**config.mk**
```make
export PLATFORM = sky130hd
export DESIGN_NAME = seq_detect
export DESIGN_NICKNAME = d
export VERILOG_FILES = /design/src/rtl/seq_pkg.sv /design/src/rtl/rise_tick.sv /design/src/rtl/seq_detect.sv
export SDC_FILE = /design/constraint.sdc
export NUM_CORES = 1
export LEC_CHECK = 0
export BUFFER_PORTS_ARGS = -buffer_cell sky130_fd_sc_hd__buf_2
export CORE_MARGIN = 2
export CORE_UTILIZATION = 51
export CTS_CLUSTER_DIAMETER = 60
export CTS_CLUSTER_SIZE = 24
export DETAILED_ROUTE_END_ITERATION = 6
export GPL_TIMING_DRIVEN = 0
export PLACE_DENSITY = 0.76
export SLEW_MARGIN = 20
export SYNTH_ARGS = -nofsm -noshare
export SYNTH_HDL_FRONTEND = slang
export SYNTH_SLANG_ARGS = --single-unit
```
**constraint.sdc**
```tcl
create_clock -name clk_in -period 2.2 [get_ports clk_in]
set_input_delay 0.11 -clock clk_in [delete_from_list [all_inputs] [get_ports clk_in]]
set_output_delay 0.11 -clock clk_in [all_outputs]
set_load 0.02 [all_outputs]
```
**src/rtl/seq_pkg.sv**
```systemverilog
// Shared constants and helpers for the serial pattern detector.
package seq_pkg;

  localparam int DEF_PAT_LEN = 4;
  localparam logic [DEF_PAT_LEN-1:0] DEF_PATTERN = 4'b1011;

  // Bits needed to hold values 0..value-1; evaluated at elaboration only.
  function automatic int clog2(input int value);
    int r;
    r = 0;
    for (int i = 0; i < 31; i++) begin
      if ((1 << i) < value) r = i + 1;
    end
    return r;
  endfunction

endpackage

```
**src/rtl/rise_tick.sv**
```systemverilog
// Two-flop edge detector: one-cycle strobe per rising edge of a level input.
module rise_tick (
  input  logic i_clk,
  input  logic i_rst,
  input  logic i_sig,
  output logic o_tick
);

  logic r_s0;
  logic r_s1;

  always_ff @(posedge i_clk) begin
    if (i_rst) begin
      r_s0 <= 1'b0;
      r_s1 <= 1'b0;
    end else begin
      r_s0 <= i_sig;
      r_s1 <= r_s0;
    end
  end

  assign o_tick = r_s0 & ~r_s1;

endmodule

```
**src/rtl/seq_detect.sv**
```systemverilog
// Serial pattern detector sampled on slow-clock rising edges, with a match
// pulse, a stretched LED and a saturating match counter.
module seq_detect
  import seq_pkg::*;
#(
  parameter int                 PAT_LEN = DEF_PAT_LEN,
  parameter logic [PAT_LEN-1:0] PATTERN = DEF_PATTERN,
  parameter bit                 OVERLAP = 1'b1,
  parameter int                 CNT_W   = 8,
  parameter int                 HOLD    = 4
) (
  input  logic             clk_in,
  input  logic             reset,
  input  logic             slow_clk,
  input  logic             din,
  output logic             detect,
  output logic             led,
  output logic [CNT_W-1:0] match_count,
  output logic             tick,
  output logic [PAT_LEN-1:0] o_dbg_hist,
  output logic [4:0]       o_dbg_fill
);

  localparam int FILL_W = clog2(PAT_LEN + 1);
  localparam int HOLD_W = clog2(HOLD + 1);

  logic               w_tick;
  logic [PAT_LEN-1:0] w_next_hist;
  logic               w_match;

  // Detector state is (r_fill, r_hist); r_fill masks stale history bits.
  logic [PAT_LEN-1:0] r_hist;
  logic [FILL_W-1:0]  r_fill;
  logic [HOLD_W-1:0]  r_hold;
  logic               r_detect;
  logic [CNT_W-1:0]   r_count;

  rise_tick u_rise_tick (
    .i_clk  (clk_in),
    .i_rst  (reset),
    .i_sig  (slow_clk),
    .o_tick (w_tick)
  );

  assign w_next_hist = {r_hist[PAT_LEN-2:0], din};
  assign w_match     = w_tick && (r_fill >= FILL_W'(PAT_LEN - 1)) &&
                       (w_next_hist == PATTERN);

  always_ff @(posedge clk_in) begin
    if (reset) begin
      r_hist   <= '0;
      r_fill   <= '0;
      r_hold   <= '0;
      r_detect <= 1'b0;
      r_count  <= '0;
    end else begin
      r_detect <= w_match;
      if (w_tick) begin
        r_hist <= w_next_hist;
        if (w_match && !OVERLAP) begin
          r_fill <= '0;
        end else if (r_fill != FILL_W'(PAT_LEN)) begin
          r_fill <= r_fill + FILL_W'(1);
        end
      end
      if (w_match && (r_count != '1)) begin
        r_count <= r_count + CNT_W'(1);
      end
      // A match always wins over the decrement: reload, never add.
      if (w_match) begin
        r_hold <= HOLD_W'(HOLD);
      end else if (w_tick && (r_hold != '0)) begin
        r_hold <= r_hold - HOLD_W'(1);
      end
    end
  end

  assign detect      = r_detect;
  assign led         = (r_hold != '0);
  assign match_count = r_count;
  assign tick        = w_tick;
  assign o_dbg_hist  = r_hist;
  assign o_dbg_fill  = 5'(r_fill);

endmodule

```
* Word level (Yosys, flattened, before mapping)
Index checks and enable logic that the tools add are counted.
** Storage, ports and cells
- Bits in registers :: 21
- Word-level logic and storage cells :: 27
** Operators by class
- $add $sub $neg :: 3
- $lt $le $gt $ge :: 1
- Equal/unequal tests :: 3
- Mux-type cells :: 2
- Bitwise logic cells :: 2
- Reduce and logical (&&, ||, !) cells :: 8
** Operators with widths (number)
- adder 8 x 1 -> 8 bit, second input constant :: 1
- inequality test 8 bit, second input constant :: 1
- 2-to-1 mux 3 bit :: 2
- equality test 4 bit, second input constant :: 1
- logical AND 1 bit :: 4
- adder 3 x 1 -> 3 bit, second input constant :: 1
- greater-or-equal comparator 3 x 2 -> 1 bit, second input constant :: 1
- inequality test 3 bit, second input constant :: 1
- nonzero test 3 bit :: 1
- subtractor 3 x 1 -> 3 bit, second input constant :: 1
- AND reduction 2 bit :: 1
- nonzero test 2 bit :: 1
- OR reduction 2 bit :: 1
- AND 1 bit :: 1
- inverter 1 bit :: 1

* Depth between registers and ports, before layout
Gate-level depths: netlist of run 1.
- Word-level depth :: 5
- Depth in mapped cells :: 7

* Hierarchy
A second synthesis of run 1 with hierarchy kept.
** Second synthesis, totals
- Cells, all modules :: 111
- Area total of the unflattened synthesis :: 991.0 µm²
** By module, submodules not included
- seq_detect :: times used 1, cells each 106, area each 929.6 µm²
- rise_tick :: times used 1, cells each 5, area each 61.3 µm²

* Worst setup path after synthesis of run 1
No wires, ideal clock.
- Path type :: reg-to-reg
- Start :: register r_fill[0]
- End :: register r_count[7] (netlist: match_count[7])
- Setup time :: 121 ps
- Arrival :: 1634 ps
- Data required time :: 2079 ps
- Slack :: 445 ps
- Cell stages (with the launch flop) :: 7
- Path buffers :: 0
- Clock period less this slack :: 1755 ps
- Path through :: dfxtp_1 ha_1 ha_1 a211o_2 nand3_4 nor4_1 mux2_2
** Between the ends
- Cells in the longest elaborated chain, start to end :: 4
** RTL lines
- from (decl) :: line seq_detect.sv:33 : logic [FILL_W-1:0] r_fill;
- from (signal assigned) :: line seq_detect.sv:63 : r_fill <= r_fill + FILL_W'(1);
- greater-or-equal comparator 3 x 2 -> 1 bit :: line seq_detect.sv:46 : assign w_match = w_tick && (r_fill >= FILL_W'(PAT_LEN - 1)) &&
- logical AND 1 bit (2 in series) :: line seq_detect.sv:46
- logical AND 1 bit :: line seq_detect.sv:66 : if (w_match && (r_count != '1)) begin
- to (signal assigned) :: line seq_detect.sv:67 : r_count <= r_count + CNT_W'(1);
- to (decl) :: line seq_detect.sv:36 : logic [CNT_W-1:0] r_count;
No other way between the ends.
A chain may end at the register's enable or synchronous reset.

* Final worst setup path of run 1
- Start :: register r_fill[0]
- End :: register r_hold[1]
** Between the ends
- Cells in the longest elaborated chain, start to end :: 4
** RTL lines
- greater-or-equal comparator 3 x 2 -> 1 bit :: line seq_detect.sv:46
- logical AND 1 bit (2 in series) :: line seq_detect.sv:46
- OR reduction 2 bit (no source line)
- to (signal assigned) :: line seq_detect.sv:71 : r_hold <= HOLD_W'(HOLD);
- to (signal assigned) :: line seq_detect.sv:73 : r_hold <= r_hold - HOLD_W'(1);
- to (decl) :: line seq_detect.sv:34 : logic [HOLD_W-1:0] r_hold;
No other way between the ends.

==> results of run 1 <==
==> where the power goes <==
part	internal [mW]	switching (mW)
registers	0.385	0.00473
logic	0.0191	0.0311
clock network	0.0706	0.105
total	0.475	0.141
==> kinds of logic (layout without fill, tap and decap cells) <==
kind of cell               after synthesis  after routing  synth area share [%]
AOI/OAI and AO/OA                       29             29                  16.2
xor gates and xnor gates                 2              2                  1.73
adders and majority gates                6              6                  7.41
buffers and inverters                   13             38                  7.90
DFF                                     21             21                  41.5
muxes                                    2              2                  2.10
other                                    1              2                 0.370
and+or+nand+nor                         41             41                  22.8
==> how the worst max path moves through the flow <==
stage / start / slack, ns / cells after the start / endpoint
floorplan: r_fill[0]$_SDFFE_PP0P_ / 0.45 / 6 / match_count[7]$_SDFFE_PP0P_
global placement: r_fill[0]$_SDFFE_PP0P_ / 0.49 / 6 / match_count[7]$_SDFFE_PP0P_
detailed placement: r_fill[0]$_SDFFE_PP0P_ / 0.42 / 5 / r_hold[1]$_SDFFE_PP0P_
CTS: r_fill[0]$_SDFFE_PP0P_ / 0.40 / 5 / r_hold[1]$_SDFFE_PP0P_
global route: r_fill[0]$_SDFFE_PP0P_ / 0.28 / 5 / r_hold[1]$_SDFFE_PP0P_
finish: r_fill[0]$_SDFFE_PP0P_ / 0.44 / 5 / r_hold[1]$_SDFFE_PP0P_
==> state kept, by name (all words and copies together), names as in the netlist <==
name              count
u_rise_tick.r_s1      1
r_hold                3
o_dbg_hist            4
detect                1
r_fill                3
u_rise_tick.r_s0      1
match_count           8
==> cell usage in the layout, fill, tap and decap left out, types with 2 or more instances in the layout <==
cell type / synthesis / final
o21ai_0: 7 / 7
buf_2: 0 / 21
or3_2: 3 / 3
nor2b_1: 3 / 3
conb_1: 1 / 2
inv_1: 6 / 6
nand3_1: 2 / 2
nor4_1: 2 / 2
xnor2_1: 2 / 2
dfxtp_1: 21 / 21
nand2_1: 10 / 10
nand2b_1: 3 / 3
nand4_1: 2 / 2
clkbuf_1: 1 / 2
nor2_1: 8 / 8
a21oi_1: 16 / 16
clkbuf_4: 0 / 3
ha_1: 6 / 6
buf_4: 3 / 3
==> worst reg2reg max path, cell delays in order, from the launching register on <==
cell and delay (ns):
dfxtp_1 0.37, ha_1 0.21, ha_1 0.18, a211o_2 0.30, and3_2 0.24, a2111oi_0 0.33
==> layer usage <==
| metal | global-route usage, % | part of all wire (%) | up-vias |
|---|---|---|---|
| met5 | 0 | 0 | - |
| met4 | 8.57 | 0.93 | 0 |
| met3 | 4.32 | 4.7 | 2 |
| met2 | 31.0 | 51 | 17 |
| met1 | 20.2 | 44 | 412 |
| li1 | - | - | 451 |
==> cell type report <==
type	instances	area, µm²	area share [%]
Inverter	7	38.8	3.28
Tap cell	27	33.8	2.86
Timing Repair Buffer	21	105	8.89
Sequential cell	21	420	35.6
Clock buffer	4	26.3	2.22
Multi-Input combinational cell	82	517	43.7
Buffer	6	41.3	3.49
==> stage by stage <==
stage,util [%],instances,worst slack (ns),instance area [µm²],hold WS [ns]
after CTS,61.5,168,0.396,1180,0.0151
final,61.5,168,0.445,1180,0.0229
after floorplan,-,116,0.445,1020,0.238
after global placement,60.2,164,0.489,1160,0.317
after detailed placement,60.2,164,0.424,1160,0.329
after global routing,61.5,168,0.279,1180,0.0319
==> impl_metrics.env, run 1 <==
export IMPL_crit_type="reg2reg"
export IMPL_hold_class="in2reg"
export IMPL_first_global_vias=809
export IMPL_clock_fmax_ghz=0.570
export IMPL_syn_inst=115
export IMPL_rows=16
export IMPL_ctsLongestPathBuffers=2
export IMPL_fin_crit_sh_pct=79.8
export IMPL_cpMostUsedCell="ha_1"
export IMPL_rr_endpoint="r_hold[1]$_SDFFE_PP0P_"
export IMPL_path_clk_slew_ns=0.11
export IMPL_synth_distinct_cells=36
export IMPL_status="finished, final reports clean"
export IMPL_drt_iter0_drc=10
export IMPL_cts_buffers=3
export IMPL_htreeDepth=1
export IMPL_vias=882
export IMPL_cts_setup_buffers=0
export IMPL_vias_per_cell=5.25
export IMPL_drt_wl_total_um=1830
export IMPL_hold_start="slow_clk"
export IMPL_yosys_top_cells_count="dfxtp_1 (21), a21oi_1 (16), nand2_1 (10), nor2_1 (8), o21ai_0 (7)"
export IMPL_arrival_ns=1.93
export IMPL_crit_chain="ha_1, ha_1, a211o_2, and3_2, a2111oi_0"
export IMPL_finalNetCount=152
export IMPL_cp_end_kind="register"
export IMPL_regToRegSetupSlack_ns=0.44
export IMPL_die_h_um=48.6
export IMPL_cpLargestDelayFamily="compound AO/OA/AOI/OAI gates"
export IMPL_grt_max_degree=12
export IMPL_async_flop_share_pct=0
export IMPL_hpwl_um=1430
export IMPL_synth_top_area_share_pct=41.5
export IMPL_ant_nets=0
export IMPL_cts_num_sinks=21
export IMPL_grt_usage_pct=17.7
export IMPL_ys_top_cells_by_area="dfxtp_1 (41%), a21oi_1 (7.9%), ha_1 (7.4%)"
export IMPL_worstPathMaxFanout=5
export IMPL_setup_tns_ns=0
export IMPL_synth_area_per_cell_um2=8.81
export IMPL_coreArea_um2=1920
export IMPL_hold_depth=2
export IMPL_drive_gt1_share_pct=26.2
export IMPL_die_area_um2=2360
export IMPL_io_pins=24
export IMPL_fin_skew_ns=0.00669
export IMPL_final_min_clock_period_ns=1.76
export IMPL_ir_drop_mv=0.358
export IMPL_path_buf_inv=0
export IMPL_nFillCells=198
export IMPL_hold_violations=0
export IMPL_p_leak_nw=0.490
export IMPL_grt_pass1_wl_um=3310
export IMPL_grt_overflow=0
export IMPL_min_to="u_rise_tick.r_s0$_SDFF_PP0_"
export IMPL_synth_edf_count=0
export IMPL_postCtsResizedCells=0
export IMPL_cp_start_kind="register"
export IMPL_worst_skew_pair_late_latency_ns=0.30
export IMPL_cts_hold_buf=0
export IMPL_rr_startpoint="r_fill[0]$_SDFFE_PP0P_"
export IMPL_drv_slew=0
export IMPL_synth_warnings=0
export IMPL_cpMaxStageDelayCell="dfxtp_1"
export IMPL_antenna_found_initial=0
export IMPL_wl_per_cell_um=10.9
export IMPL_cts_tree="built"
export IMPL_diodes=0
export IMPL_worstRegToRegCells=5
export IMPL_total_power_mw=0.616
export IMPL_required_ns=2.38
export IMPL_root_buffer="clkbuf_4"
export IMPL_gp_congestion=0.726
export IMPL_maxCapViolCount=0
export IMPL_drt_pass1_iterations=4
export IMPL_power_density_nw_per_um2=521
export IMPL_netlist_area_um2=1010
export IMPL_die_w_um=48.6
export IMPL_syn_to_final_growth_pct=16.7
export IMPL_rsz0062_at_grt="false"
export IMPL_report_final_setup_viol=0
export IMPL_drc=0
export IMPL_ys_flop_type="dfxtp_1"
export IMPL_ys_ff_latch=21
export IMPL_yosysTopAreaCell="dfxtp_1"
export IMPL_port_buffers=21
export IMPL_seq_area_frac_synth_pct=41.5
export IMPL_yosysMostFrequentCell="dfxtp_1"
export IMPL_cpPeakStageDelay_ns=0.37
export IMPL_start_util_pct=52.7
No activity file was read; power rests on OpenSTA's default activity.
==> inputs of run 2 (changes only) <==
- ABC_AREA: not set -> 1
- CORE_UTILIZATION: 51 -> 47
- PLACE_DENSITY: 0.76 -> 0.73
- clock period: 2.2 -> 1.5 ns (I/O delays scaled with it)
==> impl_metrics.env, run 2 <==
export IMPL_vias=1044
export IMPL_yosys_top_cells_count="nand2_1 (45), dfxtp_1 (21), inv_1 (19), nor2_1 (13), a21oi_1 (11)"
export IMPL_synth_distinct_cells=24
export IMPL_ys_flop_type="dfxtp_1"
export IMPL_fin_crit_sh_pct=95.3
export IMPL_grt_overflow=0
export IMPL_ctsLongestPathBuffers=2
export IMPL_p_leak_nw=0.628
export IMPL_finalNetCount=199
export IMPL_drt_pass1_iterations=4
export IMPL_fin_skew_ns=0.00888
export IMPL_async_flop_share_pct=0
export IMPL_arrival_ns=1.68
export IMPL_die_area_um2=2780
export IMPL_start_util_pct=49.9
export IMPL_ys_ff_latch=21
export IMPL_power_density_nw_per_um2=729
export IMPL_synth_edf_count=0
export IMPL_cts_tree="built"
export IMPL_path_clk_slew_ns=0.12
export IMPL_cp_start_kind="register"
export IMPL_first_global_vias=909
export IMPL_yosys_area_share_adder_pct=6.73
export IMPL_rsz0062_at_grt="true"
export IMPL_netlist_area_um2=1110
export IMPL_final_common_cell="nand2_1"
export IMPL_total_power_mw=0.985
export IMPL_die_w_um=52.7
export IMPL_yosysMostFrequentCell="nand2_1"
export IMPL_status="finished, final reports clean"
export IMPL_dpl_cell_area_um2=1250
export IMPL_hpwl_um=1660
export IMPL_p_int_mw=0.721
export IMPL_drt_wl_total_um=2330
export IMPL_design_area_um2=1350
export IMPL_yosysTopAreaCell="dfxtp_1"
export IMPL_antenna_found_initial=0
export IMPL_p_sw_mw=0.263
export IMPL_cts_num_sinks=21
export IMPL_synth_xor_area_share_pct=0.786
export IMPL_drv_slew=0
export IMPL_synth_area_per_cell_um2=7.06
export IMPL_clkPwrFrac_pct=28.4
export IMPL_wl_per_cell_um=10.8
export IMPL_port_buffers=20
export IMPL_diodes=0
export IMPL_cp_end_kind="register"
export IMPL_worst_skew_pair_late_latency_ns=0.31
export IMPL_synth_top_family_by_area="simple AND/OR/NAND/NOR gates"
export IMPL_synth_warnings=0
export IMPL_largest_reg_flops=8
export IMPL_muxShareOfSynthArea_pct=0
export IMPL_synth_top_area_share_pct=37.7
export IMPL_ir_drop_mv=0.505
export IMPL_ant_nets=0
export IMPL_cts_buffers=3
export IMPL_syn_inst=158
export IMPL_hold_violations=0
export IMPL_root_buffer="clkbuf_4"
export IMPL_report_final_setup_viol=0
export IMPL_dp_cells=207
export IMPL_required_ns=1.75
export IMPL_maxCapViolCount=0
export IMPL_cpPeakStageDelay_ns=0.35
export IMPL_crit_type="reg2reg"
export IMPL_drt_iter0_drc=15
export IMPL_crit_chain="ha_1, ha_1, nor2_2, nand2_2, nand3_2, nor2_4, nand2_1, nand2_1, nor2_1"
export IMPL_switching_share_pct=26.7
export IMPL_ys_top_cells_by_area="dfxtp_1 (38%), nand2_1 (15%), ha_1 (6.7%)"
export IMPL_cpMaxStageDelayCell="dfxtp_2"
export IMPL_seq_area_frac_synth_pct=37.7
export IMPL_hold_class="in2reg"
export IMPL_io_pins=24
export IMPL_vias_per_cell=4.83
export IMPL_coreArea_um2=2230
export IMPL_final_cells=216
export IMPL_combPwrFrac_pct=12.2
export IMPL_syn_to_final_growth_pct=21.2
export IMPL_clock_fmax_ghz=0.699
export IMPL_gp_congestion=0.772
export IMPL_grt_max_degree=12
export IMPL_die_h_um=52.7
export IMPL_final_min_clock_period_ns=1.43
export IMPL_grt_pass1_wl_um=3770
export IMPL_hold_depth=3
export IMPL_rows=17
export IMPL_power_frac_seq_pct=59.4
export IMPL_htreeDepth=1
export IMPL_drive_gt1_share_pct=30.3
export IMPL_synth_compound_area_share_pct=11.4
export IMPL_synth_simple_area_share_pct=33.7
export IMPL_grt_usage_pct=18.5
export IMPL_worstPathMaxFanout=6
export IMPL_worstRegToRegCells=9
export IMPL_drc=0
export IMPL_most_common_layout_cells="nand2_1 (43), buf_2 (22), inv_1 (19)"
export IMPL_whs_ns=0.0552
==> run 2: critical path, delay by kind of cell, from the launching register on <==
family / cells / cell delay [ns]
simple gates: 7 / 0.63
fa+ha+maj: 2 / 0.39
flops: 1 / 0.35
==> run 2: through the flow <==
stage / setup WS, ns / TNS, ns / util (%)
5_1_grt: -0.0148 / -0.0311 / 60.5
3_3_place_gp: 0.0760 / 0 / 56.1
4_1_cts: 0.0304 / 0 / 58.0
2_1_floorplan: 0.0359 / 0 / -
6_report: 0.0703 / 0 / 60.5
3_5_place_dp: 0.00832 / 0 / 56.1
==> run 2: power groups by stage <==
stage | clock [mW] | combinational (mW) | sequential [mW]
after floorplan | 0 | 0.0577 | 0.610
after global placement | 0 | 0.0969 | 0.596
after detailed placement | 0 | 0.100 | 0.597
after CTS | 0.282 | 0.103 | 0.584
after global routing | 0.306 | 0.133 | 0.587
final | 0.279 | 0.120 | 0.585
==> run 2: area by class of cell <==
class | count | area, µm²
Clock buffer | 4 | 26.3
Timing Repair Buffer | 25 | 140
Tap cell | 28 | 35.0
Sequential cell | 21 | 425
Multi-Input combinational cell | 113 | 621
Fill cell | 223 | 882
Buffer | 4 | 25.0
Inverter | 21 | 78.8
==> run 2: layer usage <==
metal | track usage (%) | share of wire [%] | vias to the layer above
li1 | - | - | 557
met1 | 21.7 | 47 | 460
met2 | 32.1 | 49 | 22
met3 | 3.43 | 3.1 | 5
met4 | 8.55 | 1.7 | 0
met5 | 0 | 0 | -
==> run 2: final timing paths <==
check	end	start	slack, ns
setup / recovery	match_count[0]$_SDFFE_PP0P_	r_fill[0]$_SDFFE_PP0P_	0.07
hold reg to reg	u_rise_tick.r_s1$_SDFF_PP0_	u_rise_tick.r_s0$_SDFF_PP0_	0.44
hold / removal	o_dbg_hist[0]$_SDFFE_PP0P_	din	0.06
setup reg to reg	match_count[0]$_SDFFE_PP0P_	r_fill[0]$_SDFFE_PP0P_	0.07
==> run 2: cell families (layout without fill, tap and decap cells) <==
group | count (synthesis) | count (layout)
AO/OA/AOI/OAI | 23 | 23
XOR/XNOR | 1 | 1
adder cells (fa/ha/maj) | 6 | 6
buffers and inverters | 25 | 54
flip-flops | 21 | 21
other | 1 | 2
AND/OR/NAND/NOR | 81 | 81
==> run 2: what timing repair did <==
| item | CTS | global route |
|---|---|---|
| pin swaps | 0 | 2 |
| endpoints found under the hold margin | 1 | 0 |
| endpoints found under the setup margin | 2 | 12 |
| cloned | 0 | 0 |
| gates resized for setup | 1 | 12 |
| buffers inserted | 0 | 4 |
| hold buffers | 1 | 0 |
==> inputs of run 3 (changes only) <==
- PLACE_DENSITY: 0.73 -> 0.74
- TNS_END_PERCENT: not set -> 5
==> impl_metrics.env, run 3 (synthesis gave the netlist of run 2 again) <==
export IMPL_status="finished, final reports clean"
export IMPL_arrival_ns=1.65
export IMPL_diodes=0
export IMPL_power_density_nw_per_um2=731
export IMPL_die_h_um=52.7
export IMPL_dpl_cell_area_um2=1250
export IMPL_final_cells=215
export IMPL_syn_to_final_growth_pct=21.8
export IMPL_nFillCells=215
export IMPL_ant_nets=0
export IMPL_die_w_um=52.7
export IMPL_report_final_setup_viol=0
export IMPL_ctsLongestPathBuffers=2
export IMPL_grt_overflow=0
export IMPL_drt_pass1_iterations=4
export IMPL_grt_max_degree=14
export IMPL_clock_fmax_ghz=0.715
export IMPL_final_min_clock_period_ns=1.40
export IMPL_die_area_um2=2780
export IMPL_drive_gt1_share_pct=29.9
export IMPL_hold_class="in2reg"
export IMPL_required_ns=1.75
export IMPL_vias_per_cell=4.85
export IMPL_ir_drop_mv=0.464
export IMPL_rows=17
export IMPL_start_util_pct=49.9
export IMPL_first_global_vias=866
export IMPL_fin_skew_ns=0.00762
export IMPL_final_common_cell="nand2_1"
export IMPL_drt_wl_total_um=2320
export IMPL_drv_slew=0
export IMPL_cp_end_kind="register"
export IMPL_design_area_um2=1360
export IMPL_dp_cells=207
export IMPL_path_clk_slew_ns=0.13
export IMPL_finalNetCount=198
export IMPL_p_leak_nw=0.617
export IMPL_port_buffers=20
export IMPL_fin_crit_sh_pct=93.3
export IMPL_cts_num_sinks=21
export IMPL_gp_congestion=0.722
export IMPL_maxCapViolCount=0
export IMPL_cts_buffers=3
export IMPL_hpwl_um=1640
export IMPL_coreArea_um2=2230
export IMPL_io_pins=24
export IMPL_root_buffer="clkbuf_4"
export IMPL_drc=0
export IMPL_cp_start_kind="register"
export IMPL_vias=1042
export IMPL_htreeDepth=1
export IMPL_largest_reg_flops=8
export IMPL_antenna_found_initial=0
export IMPL_worst_skew_pair_late_latency_ns=0.32
export IMPL_wl_per_cell_um=10.8
export IMPL_drt_iter0_drc=12
export IMPL_most_common_layout_cells="nand2_1 (44), buf_2 (22), inv_1 (19)"
export IMPL_crit_type="reg2reg"
export IMPL_hold_violations=0
export IMPL_cts_tree="built"
export IMPL_grt_usage_pct=17.1
export IMPL_grt_pass1_wl_um=3560
export IMPL_worstPathMaxFanout=4
-- run 3: worst max-delay path, cell delays in order (launching register included) --
cell and delay (ns):
dfxtp_4 0.38, ha_4 0.15, ha_1 0.18, nor2_2 0.13
nand2_1 0.10, nand3_2 0.11, buf_4 0.11, nand2_1 0.05
a21oi_1 0.12
-- run 3: metal layers --
metal  part of all wire [%]  global-route usage, %  vias to the layer above
met5                      0                      0                        -
met4                    1.6                   7.69                        0
met3                    3.2                   2.57                        5
met2                     50                   29.0                       17
met1                     46                   21.3                      470
li1                       -                      -                      550
-- run 3: worst paths after layout --
check | slack, ns | cells after the start | end | start
hold reg to reg | 0.45 | 2 | u_rise_tick.r_s1$_SDFF_PP0_ | u_rise_tick.r_s0$_SDFF_PP0_
setup / recovery | 0.10 | 8 | r_hold[0]$_SDFFE_PP0P_ | r_fill[0]$_SDFFE_PP0P_
hold / removal | 0.05 | 3 | o_dbg_hist[0]$_SDFFE_PP0P_ | din
setup reg to reg | 0.10 | 8 | r_hold[0]$_SDFFE_PP0P_ | r_fill[0]$_SDFFE_PP0P_
-- run 3: per-stage QoR --
step           setup WS [ns]  utilization [%]  TNS [ns]  power, mW  hold WS, ns
2_1_floorplan         0.0359                -         0      0.668        0.182
3_3_place_gp          0.0711             56.1         0      0.693        0.277
3_5_place_dp          0.0530             56.1         0      0.698        0.289
4_1_cts               0.0111             57.9         0      0.984       0.0431
5_1_grt             -0.00665             60.8  -0.00665       1.03       0.0531
6_report               0.101             60.8         0      0.993       0.0481
-- run 3: timing repair --
item / 4_1_cts / 5_1_grt
endpoints found under the hold margin: 1 / 0
endpoints found under the setup margin: 0 / 9
setup buffers: 0 / 3
gates resized for setup: 0 / 13
hold buffers: 1 / 0
-- run 3: area by class of cell --
| cell class | count | area, µm² | area share (%) |
|---|---|---|---|
| Buffer | 4 | 25.0 | 1.84 |
| Clock buffer | 3 | 22.5 | 1.66 |
| Clock inverter | 1 | 7.51 | 0.553 |
| Inverter | 21 | 78.8 | 5.81 |
| Multi-Input combinational cell | 113 | 628 | 46.3 |
| Sequential cell | 21 | 428 | 31.5 |
| Tap cell | 28 | 35.0 | 2.58 |
| Timing Repair Buffer | 24 | 133 | 9.77 |
-- run 3: where the power goes --
group / internal (mW) / switching [mW]
logic: 0.0403 / 0.0733
clock network: 0.102 / 0.190
registers: 0.573 / 0.0144
total: 0.715 / 0.278
